<file path="src/rtl/seq_det_pkg.sv">
// seq_det_pkg: shared constants, width helper and output-mode enum for the programmable sequence detector
package seq_det_pkg;
  localparam logic [7:0] DEF_PATTERN = 8'b0001_1010;
  localparam int DEF_LEN = 5;
  typedef enum logic {MEALY, MOORE} mode_t;
  function automatic int len_w(input int max_len);
    return $clog2(max_len + 1);
  endfunction
endpackage

</file>
<file path="src/rtl/seq_det_match.sv">
// seq_det_match: masked compare of {hist, din} against the low len bits of pattern; ports: en, din, hist, pattern, len, hist_cnt in, hit out
module seq_det_match #(
  parameter int MAX_LEN = 8,
  parameter int LEN_W = 4
) (
  input  logic               en,
  input  logic               din,
  input  logic [MAX_LEN-2:0] hist,
  input  logic [MAX_LEN-1:0] pattern,
  input  logic [LEN_W-1:0]   len,
  input  logic [LEN_W-1:0]   hist_cnt,
  output logic               hit
);
  logic [MAX_LEN-1:0] seq, mask;
  always_comb begin
    seq = {hist, din};
    mask = ~({MAX_LEN{1'b1}} << len);
    hit = en && (hist_cnt >= len - LEN_W'(1)) && (((seq ^ pattern) & mask) == '0);
  end
endmodule

</file>
<file path="src/rtl/seq_detector_prog.sv">
// seq_detector_prog: programmable serial pattern detector; ports: clk, reset, din_valid/din stream, cfg_* load, cnt_clr in; dout, match_count, cfg_err out
module seq_detector_prog #(
  parameter int MAX_LEN = 8,
  parameter int CNT_W = 16,
  parameter logic [MAX_LEN-1:0] DEF_PATTERN = MAX_LEN'(seq_det_pkg::DEF_PATTERN),
  parameter int DEF_LEN = seq_det_pkg::DEF_LEN,
  localparam int LEN_W = seq_det_pkg::len_w(MAX_LEN)
) (
  input  logic               clk,
  input  logic               reset,
  input  logic               din_valid,
  input  logic               din,
  input  logic               cfg_load,
  input  logic [MAX_LEN-1:0] cfg_pattern,
  input  logic [LEN_W-1:0]   cfg_len,
  input  logic               cfg_overlap,
  input  logic               cfg_moore,
  input  logic               cnt_clr,
  output logic               dout,
  output logic [CNT_W-1:0]   match_count,
  output logic               cfg_err
);
  import seq_det_pkg::*;
  logic [MAX_LEN-1:0] pattern_r;
  logic [LEN_W-1:0]   len_r, hist_cnt;
  logic               overlap_r, dout_q, hit, cfg_ok, load, shift;
  mode_t              moore_r;
  logic [MAX_LEN-2:0] hist;
  always_comb begin
    cfg_ok = (cfg_len != '0) && (cfg_len <= LEN_W'(MAX_LEN));
    load = cfg_load && cfg_ok;
    // an illegal load does not steal the data bit
    shift = din_valid && !load;
    dout = (moore_r == MOORE) ? dout_q : hit;
  end
  seq_det_match #(.MAX_LEN(MAX_LEN), .LEN_W(LEN_W)) u_match (
    .en(shift),
    .din(din),
    .hist(hist),
    .pattern(pattern_r),
    .len(len_r),
    .hist_cnt(hist_cnt),
    .hit(hit)
  );
  always_ff @(posedge clk) begin
    if (reset) begin
      pattern_r <= DEF_PATTERN;
      len_r <= LEN_W'(DEF_LEN);
      overlap_r <= 1'b1;
      moore_r <= MEALY;
      hist <= '0;
      hist_cnt <= '0;
      dout_q <= 1'b0;
      match_count <= '0;
      cfg_err <= 1'b0;
    end else begin
      cfg_err <= cfg_load && !cfg_ok;
      if (load) begin
        pattern_r <= cfg_pattern;
        len_r <= cfg_len;
        overlap_r <= cfg_overlap;
        moore_r <= cfg_moore ? MOORE : MEALY;
        hist_cnt <= '0;
        dout_q <= 1'b0;
      end else begin
        dout_q <= hit;
        if (shift) begin
          hist <= {hist[MAX_LEN-3:0], din};
          hist_cnt <= (hit && !overlap_r) ? '0 : (hist_cnt == LEN_W'(MAX_LEN)) ? hist_cnt : hist_cnt + LEN_W'(1);
        end
      end
      match_count <= cnt_clr ? CNT_W'(hit) : (hit && match_count != '1) ? match_count + CNT_W'(1) : match_count;
    end
  end
endmodule

</file>
<file path="config.mk">
export PLATFORM = sky130hd
export DESIGN_NAME = seq_detector_prog
export DESIGN_NICKNAME = d
export VERILOG_FILES = /design/src/rtl/seq_det_pkg.sv /design/src/rtl/seq_det_match.sv /design/src/rtl/seq_detector_prog.sv
export SDC_FILE = /design/constraint.sdc
export NUM_CORES = 1
export LEC_CHECK = 0
export ABC_AREA = 0
export CAP_MARGIN = 40
export CORE_ASPECT_RATIO = 1.25
export CORE_UTILIZATION = 35
export CTS_BUF_LIST = sky130_fd_sc_hd__clkbuf_8
export DETAILED_ROUTE_END_ITERATION = 16
export PLACE_DENSITY_LB_ADDON = 0.1
export SKIP_CTS_REPAIR_TIMING = 1
export SLEW_MARGIN = 40
export SYNTH_ARGS = -nofsm -noshare
export SYNTH_HDL_FRONTEND = slang
export SYNTH_SLANG_ARGS = --single-unit
</file>
<file path="constraint.sdc">
create_clock -name clk -period 5 [get_ports clk]
set_clock_uncertainty 0.05 [all_clocks]
set_input_delay 0.5 -clock clk [delete_from_list [all_inputs] [get_ports clk]]
set_output_delay 0.5 -clock clk [all_outputs]
set_load 0.005 [all_outputs]
</file>
# After elaboration in Yosys (flattened, before gate mapping)
# Cells that the tools add are included.
# op_classes
shift	1
muxes	6
eq_ne	3
n_reduce_logical	18
bitwise_logic	4
add_sub_neg	3
magnitude_cmp	2
# op_table
cell	count
adder 16 x 1 -> 16 bit, second input constant	1
inequality test 16 bit, second input constant	1
AND 8 bit	1
logical AND 1 bit	8
zero test 8 bit	1
two-way mux 4 bit	2
inverter 8 bit	1
<< shifter 8 x 4 -> 8 bit, first input constant	1
XOR 8 bit	1
adder 4 x 1 -> 4 bit, second input constant	1
equality test 4 bit, second input constant	1
>= comparator 4 bit	1
less-or-equal comparator 4 bit, second input constant	1
two-way mux 1 bit	4
AND reduction 2 bit	2
nonzero test 4 bit	1
OR reduction 2 bit	2
subtractor 4 x 1 -> 4 bit, second input constant	1
zero test 1 bit	3
inequality test 2 bit, second input constant	1
nonzero test 2 bit	1
inverter 1 bit	1
# word_totals
word_cells	47
out_inout_bits	18
inputBits	20
regBits	43

# Logic depth before layout (Yosys ltp)
# Gate-level depths: netlist of run 1.
# depth
word_depth	10
mapped_depth	12
ltp_nobuf	10

# Cells and area by module
# Synthesis of run 1 repeated with hierarchy kept, for this count alone.
# hier_totals
hier_cells	273
hier_area_um2	2240.9
# modules_own_cells
mod	area_each_um2	cells_each	seq_area_each_um2	n_inst
seq_detector_prog	1936.9	234	860.8	1
seq_det_match	304.0	39	0.0	1

# Least setup slack after synthesis of run 1
# OpenSTA, ideal clock, no wires.
# synth_timing
path_type	reg2reg
from	register len_r[1]
to	register match_count[1]
path_buffers	2
required_time_ns	4.822
arrival_time_ns	2.393
setup_ns	0.128
period_less_slack_ns	2.571
path_slack_ns	2.429
path_stages_with_launch	13
path_cell_list	dfxtp_1 > inv_1 > ha_1 > ha_1 > ha_1 > o21a_1 > o22a_1 > and4b_4 > nand3b_4 > buf_6 > clkbuf_1 > mux2i_1 > nor2_1
# synth_between
elab_chain_len	6
word_cells_on_any_way	9
cone_classes	add/sub (1); order compare (1); shift (1); bitwise (2); reduce/logical (4)
# synth_rtl
item	line_no	source
from (decl)	seq_detector_prog.sv:25	logic [LEN_W-1:0] len_r, hist_cnt;
from (signal assigned)	seq_detector_prog.sv:48	len_r <= LEN_W'(DEF_LEN);
from (signal assigned)	seq_detector_prog.sv:60	len_r <= cfg_len;
branches (longest 4 deep; another with subtractor 4 x 1 -> 4 bit)	n/a	
logical AND 1 bit (*)	seq_det_match.sv:18	hit = en && (hist_cnt >= len - LEN_W'(1)) && (((seq ^ pattern) & mask) == '0);
logical AND 1 bit (*)	seq_detector_prog.sv:72	match_count <= cnt_clr ? CNT_W'(hit) : (hit && match_count != '1) ? match_count + CNT_W'(1) : match_count;
to (signal assigned)	seq_detector_prog.sv:72	
to (decl)	seq_detector_prog.sv:20	output logic [CNT_W-1:0] match_count,
# Mark *: on every way between the ends.
# A chain may end at the register's enable or synchronous reset.

# Worst setup path in the final report of run 1
# layout_timing
from	input cfg_len[0]
to	output dout
# layout_between
elab_chain_len	8
word_cells_on_any_way	9
cone_classes	order compare (1); mux (1); reduce/logical (7)
# layout_rtl
item	line_no	source
from (decl)	seq_detector_prog.sv:15	input logic [LEN_W-1:0] cfg_len,
less-or-equal comparator 4 bit or nonzero test 4 bit (tied branches)	seq_detector_prog.sv:30	cfg_ok = (cfg_len != '0) && (cfg_len <= LEN_W'(MAX_LEN));
logical AND 1 bit (*)	seq_detector_prog.sv:30	
logical AND 1 bit (*)	seq_detector_prog.sv:31	load = cfg_load && cfg_ok;
zero test 1 bit (*)	seq_detector_prog.sv:33	shift = din_valid && !load;
logical AND 1 bit (*)	seq_detector_prog.sv:33	
logical AND 1 bit (*) (2 in a row)	seq_det_match.sv:18	
two-way mux 1 bit (*)	seq_detector_prog.sv:34	dout = (moore_r == MOORE) ? dout_q : hit;
to (decl)	seq_detector_prog.sv:19	output logic dout,
# Every way passes the cells marked *; elsewhere a longest branch is shown, timed or not.

==> results of run 1 <==
[area by class of cell]
class | instances | area share [%]
clock buffers | 5 | 2.56
clock inverters | 3 | 0.465
inverters | 8 | 1.12
multi-input cells | 180 | 46.2
flip-flops and latches | 43 | 32.0
well taps | 82 | 3.82
repair buffers | 38 | 13.9
[worst register-to-register path, cell delays in order, from the launching register on]
cell and delay [ns]:
dfxtp_1 0.37, inv_1 0.10, ha_1 0.22, ha_1 0.28, ha_1 0.27, o21a_1 0.11
o22a_1 0.16, and4b_4 0.29, nand3b_4 0.23, or4_1 0.56, a21oi_1 0.14
[state kept, by name (all words and copies together), names as in the netlist]
name / cells
dout_q: 1
len_r: 4
cfg_err: 1
pattern_r: 8
hist: 7
overlap_r: 1
match_count: 16
hist_cnt: 4
moore_r: 1
[cell families (layout without fill, tap and decap cells)]
family / count (synthesis) / count (layout) / synth area share [%]
buffers and inverters: 20 / 54 / 4.11
AND/OR/NAND/NOR: 86 / 86 / 22.3
AO/OA/AOI/OAI: 55 / 55 / 15.9
flip-flops: 43 / 43 / 39.3
multiplexers: 17 / 17 / 7.76
XOR/XNOR: 11 / 11 / 4.40
adder cells (fa/ha/maj): 11 / 11 / 6.28
[where the power goes]
group,internal (mW),leakage [nW],switching (mW)
clock,0.0941,0.0505,0.118
combinational,0.0436,0.634,0.0419
sequential,0.352,0.349,0.00966
total,0.490,1.03,0.169
[per-layer routing]
metal / part of all wire (%) / global-route usage, % / wire length [um] / vias up
li1: - / - / - / 944
met1: 45 / 19.4 / 2170 / 850
met2: 50 / 28.7 / 2430 / 26
met3: 2.7 / 3.01 / 128 / 7
met4: 1.7 / 6.37 / 83 / 0
met5: 0 / 0 / 0 / -
[through the flow]
step	instance area [um^2]	utilization (%)	worst slack (ns)
4_1_cts	2690	45.3	1.39
5_1_grt	2690	45.3	1.32
2_1_floorplan	2190	-	2.43
6_report	2690	45.3	1.43
3_3_place_gp	2610	44.0	1.41
3_5_place_dp	2610	43.9	1.39
[worst max-delay path by stage]
stage | startpoint | cells after the start | to
2_1_floorplan | len_r[1]$_SDFFE_PP0P_ | 12 | match_count[1]$_SDFFE_PP0P_
3_3_place_gp | cfg_len[0] | 8 | dout
3_5_place_dp | cfg_len[3] | 8 | dout
4_1_cts | cfg_len[3] | 8 | dout
5_1_grt | cfg_len[0] | 8 | dout
6_report | cfg_len[0] | 8 | dout
[cells in the final DEF, fill, tap and decap left out, types with 8 or more instances in the layout]
master and count:
a21oi_1 22, clkdlybuf4s50_1 36, dfxtp_1 43, ha_1 11, inv_1 10, mux2i_1 17
nand2_1 13, nor2_1 26, o21ai_0 9, xnor2_1 8
==> summary.md, run 1 <==
| Metric | Value |
|---|---|
| Status | `completed` |
| FFs w/ async S/R, synth | `0%` |
| DR vias/cell | `between 5 and 6` |
| N_diodes | `0` |
| CTS buffer count | `5` |
| Avg Inst Size Synth | `9.02 um^2` |
| Maxcap violations | `0` |
| DP Wirelength | `3570 um` |
| DRC violations left | `0` |
| Cell taking the most area after synthesis | `dfxtp_1` |
| Net count, final | `307` |
| Vias in the first global route | `around 1.7k` |
| Sequential Area | `approximately 860 um^2` |
| Root Driver | `clkbuf_8` |
| Final min period | `around 3.6 ns` |
| Total gr overflow | `0` |
| Synthesized area | `2190 um^2` |
| Avg WL per Cell | `approximately 13 um` |
| Gpl congestion | `0.802` |
| Synthesized flop and latch total | `43` |
| CTS Buffer Depth | `2` |
| Fin crit share | `between 70% and 80%` |
| Power, Total | `between 600 and 700 uW` |
| Cells along the critical path | `clkdlybuf4s50_1, or4_4, a31oi_2, buf_4, and4b_4, nand2_1, o21ai_0, clkdlybuf4s50_1` |
| H-tree Lvls | `2` |
| R2R cell count | `10` |
| Power Density | `245 nW/um^2` |
| Finished Layout Cells | `359` |
| Worst path required time | `4.45 ns` |
| Skew-Pair Late Insertion Delay | `about 0.3 ns` |
| Post-synth EDFFs | `0` |
| Setup Viol. Count Final | `0` |
| Layout fillers | `~610` |
| Die X | `72.8 um` |
| Yosys warns | `0` |
| Cells after Synth | `243` |
| Max stage delay on crit path | `between 0.5 and 0.6 ns` |
| Fmax | `about 280 MHz` |
| Die Y | `90.5 um` |
| CP dominant cell by count | `clkdlybuf4s50_1` |
| Slew Viols, Final | `0` |
| Hold Crit Start | `match_count[9]$_SDFFE_PP0P_` |
| Top delay family on crit path | `buffers and inverters` |
| Die ar. | `6590 um^2` |
| RSZ-0062 raised after global routing | `false` |
| Area Overhead vs Synth | `22.7%` |
| RR Startpoint | `len_r[0]$_SDFFE_PP1P_` |
| Worst Path Buf+Inv | `3` |
| Initial Util | `a little under two fifths` |
| I/O Buffers | `37` |
| CP Data Arrival Time | `3.02 ns` |
| Most numerous cell in the Yosys netlist | `dfxtp_1` |
| Initial DRC count | `69` |
| Multi-input combinational cell area | `1240 um^2` |
| Fin. Hold Viols | `0` |
| Ports | `38` |
| Hold Path Class | `reg -> reg` |
| Critical path capture point type | `output pin` |
| Antenna-violating nets left | `0` |
| CP max-delay cell | `or4_4` |
| CTS tree | `built` |
| Min Hold Slack | `0.444 ns` |
| Rows | `31` |
| First-pass GRT wire length | `about 8400 um` |
| Hold Path Stages | `2` |
| Area contributors post-synth | `dfxtp_1 39%, mux2i_1 7.8%, ha_1 6.3%` |
| Netlist cell types | `44` |
| Rel. slew slack | `58.5%` |
| Pin count of the biggest net entering global routing | `27` |
| Gr usage total | `16.4%` |
| R2R setup slack | `between 2 and 2.5 ns` |
| Top-area cell type share of the netlist area | `39.3%` |
| First-pass iteration count of the detailed router | `4` |
| CP Class | `in -> out` |
| Layout cell share with drive strength beyond 1 | `5.42%` |
| Clock transition at path regs | `approximately 0.080 ns` |
| Startpoint types | `input port` |
| Final wirelength | `a little under 5000 um` |
| Core box area | `a little under 6000 um^2` |
| Placed insts | `approximately 350` |
| DR vias | `1,827` |
| Net count of the mapped netlist | `274` |
| Initial antenna violation count | `0` |
| Seq/Total Area, Yosys | `39.3%` |
| Critical R2R Capture | `match_count[15]$_SDFFE_PP0P_` |
| Leak | `1.03 nW` |
| Worst slew pin tran | `0.620 ns` |
| Synth top cells by count | `43 x dfxtp_1, 26 x nor2_1, 22 x a21oi_1` |
| Setup TNS | `0 ns` |
| Clk sinks | `43` |
| Post-synth top flop | `dfxtp_1` |
| Crit-path max FO | `10` |
| Hold endpoint | `match_count[9]$_SDFFE_PP0P_` |
| Max rail drop VDD | `143 uV` |
Note: power is estimated with default switching activity, not from simulation.
==> inputs of run 2 (changes only) <==
==> constraint.sdc (replaced) <==
create_clock -name clk -period 3.4 [get_ports clk]
set_clock_uncertainty 0.05 [all_clocks]
set_input_delay 0.34 -clock clk [delete_from_list [all_inputs] [get_ports clk]]
set_output_delay 0.34 -clock clk [all_outputs]
set_load 0.005 [all_outputs]
==> summary.md, run 2 (synthesized netlist as in run 1, its figures left out) <==
| Metric | Value |
|---|---|
| Max FFs per register | `16 (unchanged)` |
| DRC violations left | `0 (unchanged)` |
| Total gr overflow | `0 (unchanged)` |
| Net count, final | `311 (+1.3%)` |
| Initial DRC count | `45 (-35%)` |
| Clock share of power | `33.0% (+0.8 points)` |
| Root Driver | `clkbuf_8` |
| Avg WL per Cell | `13.1 um (-2.5%)` |
| Maxcap violations | `0 (unchanged)` |
| Die ar. | `6590 um^2 (unchanged)` |
| Largest regs | `match_count: 16 flops, pattern_r: 8 flops, hist: 7 flops` |
| Gpl congestion | `0.805 (+0.29%)` |
| Layout cell share with drive strength beyond 1 | `7.14% (+1.7 points)` |
| Skew-Pair Late Insertion Delay | `0.29 ns (about the same)` |
| Pin count of the biggest net entering global routing | `27 (unchanged)` |
| Final min period | `3.21 ns` |
| Initial Util | `36.9% (unchanged)` |
| Final wirelength | `4740 um (-1.7%)` |
| Clk sinks | `43 (unchanged)` |
| DR vias/cell | `5.12 (+0.69%)` |
| CTS tree | `built` |
| Ports | `38 (unchanged)` |
| I/O Buffers | `37 (unchanged)` |
| Fmax | `311 MHz` |
| Crit-path max FO | `4 (-6)` |
| Final instance area | `2730 um^2 (+1.6%)` |
| CP Data Arrival Time | `2.82 ns (-0.20 ns)` |
| Largest reg by FF count | `match_count` |
| First-pass iteration count of the detailed router | `4 (unchanged)` |
| Fin. Hold Viols | `0 (unchanged)` |
| Layout fillers | `608 (-0.49%)` |
| RSZ-0062 raised after global routing | `false` |
| Area Overhead vs Synth | `24.6%` |
| Status | `completed` |
| Power Density | `360 nW/um^2 (+47%)` |
| Antenna-violating nets left | `0 (unchanged)` |
| Sequential group share of total power | `54.0% (-0.9 points)` |
| Leak | `1.05 nW (+1.5%)` |
| Hold Path Class | `reg -> reg` |
| Worst path required time | `3.01 ns (-1.44 ns)` |
| Die Y | `90.5 um (unchanged)` |
| DR vias | `1,855 (+1.5%)` |
| DP Wirelength | `3560 um (-0.32%)` |
| CTS Buffer Depth | `2 (unchanged)` |
| Setup TNS | `0 ns (unchanged)` |
| Core box area | `5930 um^2 (unchanged)` |
| Clock transition at path regs | `0.07 ns (about the same)` |
| Setup Viol. Count Final | `0 (unchanged)` |
| Placed insts | `355 (+1.1%)` |
| Min Hold Slack | `0.418 ns (-0.0260 ns)` |
| Rows | `31 (unchanged)` |
| Finished Layout Cells | `362 (+0.84%)` |
| Internal power | `744 uW (+52%)` |
| Vias in the first global route | `1,709 (-1.9%)` |
| Slew Viols, Final | `0 (unchanged)` |
| Sequential Area | `862 um^2 (+0.15%)` |
| Gr usage total | `15.4% (-1.1 points)` |
| H-tree Lvls | `2 (unchanged)` |
| Fin crit share | `94.6%` |
| Max rail drop VDD | `217 uV (+52%)` |
| Area after DPL | `2640 um^2 (+1.3%)` |
| Initial antenna violation count | `0 (unchanged)` |
| CTS buffer count | `5 (unchanged)` |
| Combinational share of power | `13.1% (about the same)` |
| Power, Total | `983 uW (+49%)` |
| Most common cell after layout, fill and taps aside | `dfxtp_1` |
| N_diodes | `0 (unchanged)` |
| First-pass GRT wire length | `7820 um (-6.4%)` |
| Rel. slew slack | `55.9% (-2.7 points)` |
| Sw frac | `24.3% (-1.4 points)` |
| Worst slew pin tran | `0.661 ns (+0.0401 ns)` |
| Startpoint types | `flip-flop` |
| Die X | `72.8 um (unchanged)` |
| Commonest cells after routing, fill and taps aside | `42 x dfxtp_1, 37 x clkdlybuf4s50_1, 26 x nor2_1` |
| Multi-input combinational cell area | `1240 um^2 (unchanged)` |
| P_sw | `239 uW (+41%)` |
| Critical path capture point type | `output pin` |
| CP Class | `reg -> out` |
[run 2: changes by cell type in the layout (fill, tap and decap cells not counted)]
cell | previous run | this run
buf_2 | 1 | 0
buf_4 | 1 | 5
clkbuf_8 | 5 | 6
clkdlybuf4s50_1 | 36 | 37
dfxtp_1 | 43 | 42
dfxtp_2 | 0 | 1
inv_1 | 10 | 8
[run 2: power groups by stage]
| stage | Clock (mW) | Sequential (mW) | Combinational, mW |
|---|---|---|---|
| 2_1_floorplan | 0 | 0.539 | 0.0870 |
| 3_5_place_dp | 0 | 0.542 | 0.131 |
| 5_1_grt | 0.357 | 0.532 | 0.143 |
| 3_3_place_gp | 0 | 0.542 | 0.130 |
| 4_1_cts | 0.341 | 0.531 | 0.131 |
| 6_report | 0.324 | 0.531 | 0.129 |
[run 2: per-stage QoR]
stage | worst slack (ns) | utilization (%)
floorplan | 0.829 | -
global placement | 0.336 | 44.5
detailed placement | 0.309 | 44.5
CTS | 0.138 | 46.0
global route | 0.00502 | 46.0
finish | 0.185 | 46.0
[run 2: path summary, 6_finish.rpt]
kind | startpoint | cells past startpoint | end | slack (ns)
worst max-delay path | len_r[0]$_SDFFE_PP1P_ | 10 | dout | 0.19
worst min-delay path | overlap_r$_SDFFE_PP1P_ | 1 | overlap_r$_SDFFE_PP1P_ | 0.42
worst max register to register | len_r[0]$_SDFFE_PP1P_ | 10 | match_count[15]$_SDFFE_PP0P_ | 0.58
worst min register to register | overlap_r$_SDFFE_PP1P_ | 1 | overlap_r$_SDFFE_PP1P_ | 0.42
[run 2: critical path, stage by stage (launching register included)]
cell and delay, ns:
dfxtp_1 0.36, inv_1 0.09, ha_1 0.21, ha_1 0.28, ha_1 0.28, o21a_1 0.11
o22a_1 0.14, and4b_4 0.29, nand2_1 0.10, o21ai_0 0.17, clkdlybuf4s50_1 0.52
[run 2: final cells by class]
cell class                 instances  share of cell area (%)
multi-input combinational        180                    45.4
sequential                        43                    31.6
timing repair buffer              42                    14.9
tap                               82                    3.76
clock buffer                       6                    3.02
inverter                           8                    1.10
clock inverter                     1                   0.183
[run 2: metal layers]
layer,GRT usage [%],vias up,routed length (um)
li1,-,952,-
met1,17.0,875,2000
met2,28.3,24,2560
met3,3.13,4,121
met4,4.90,0,48
met5,0,-,0
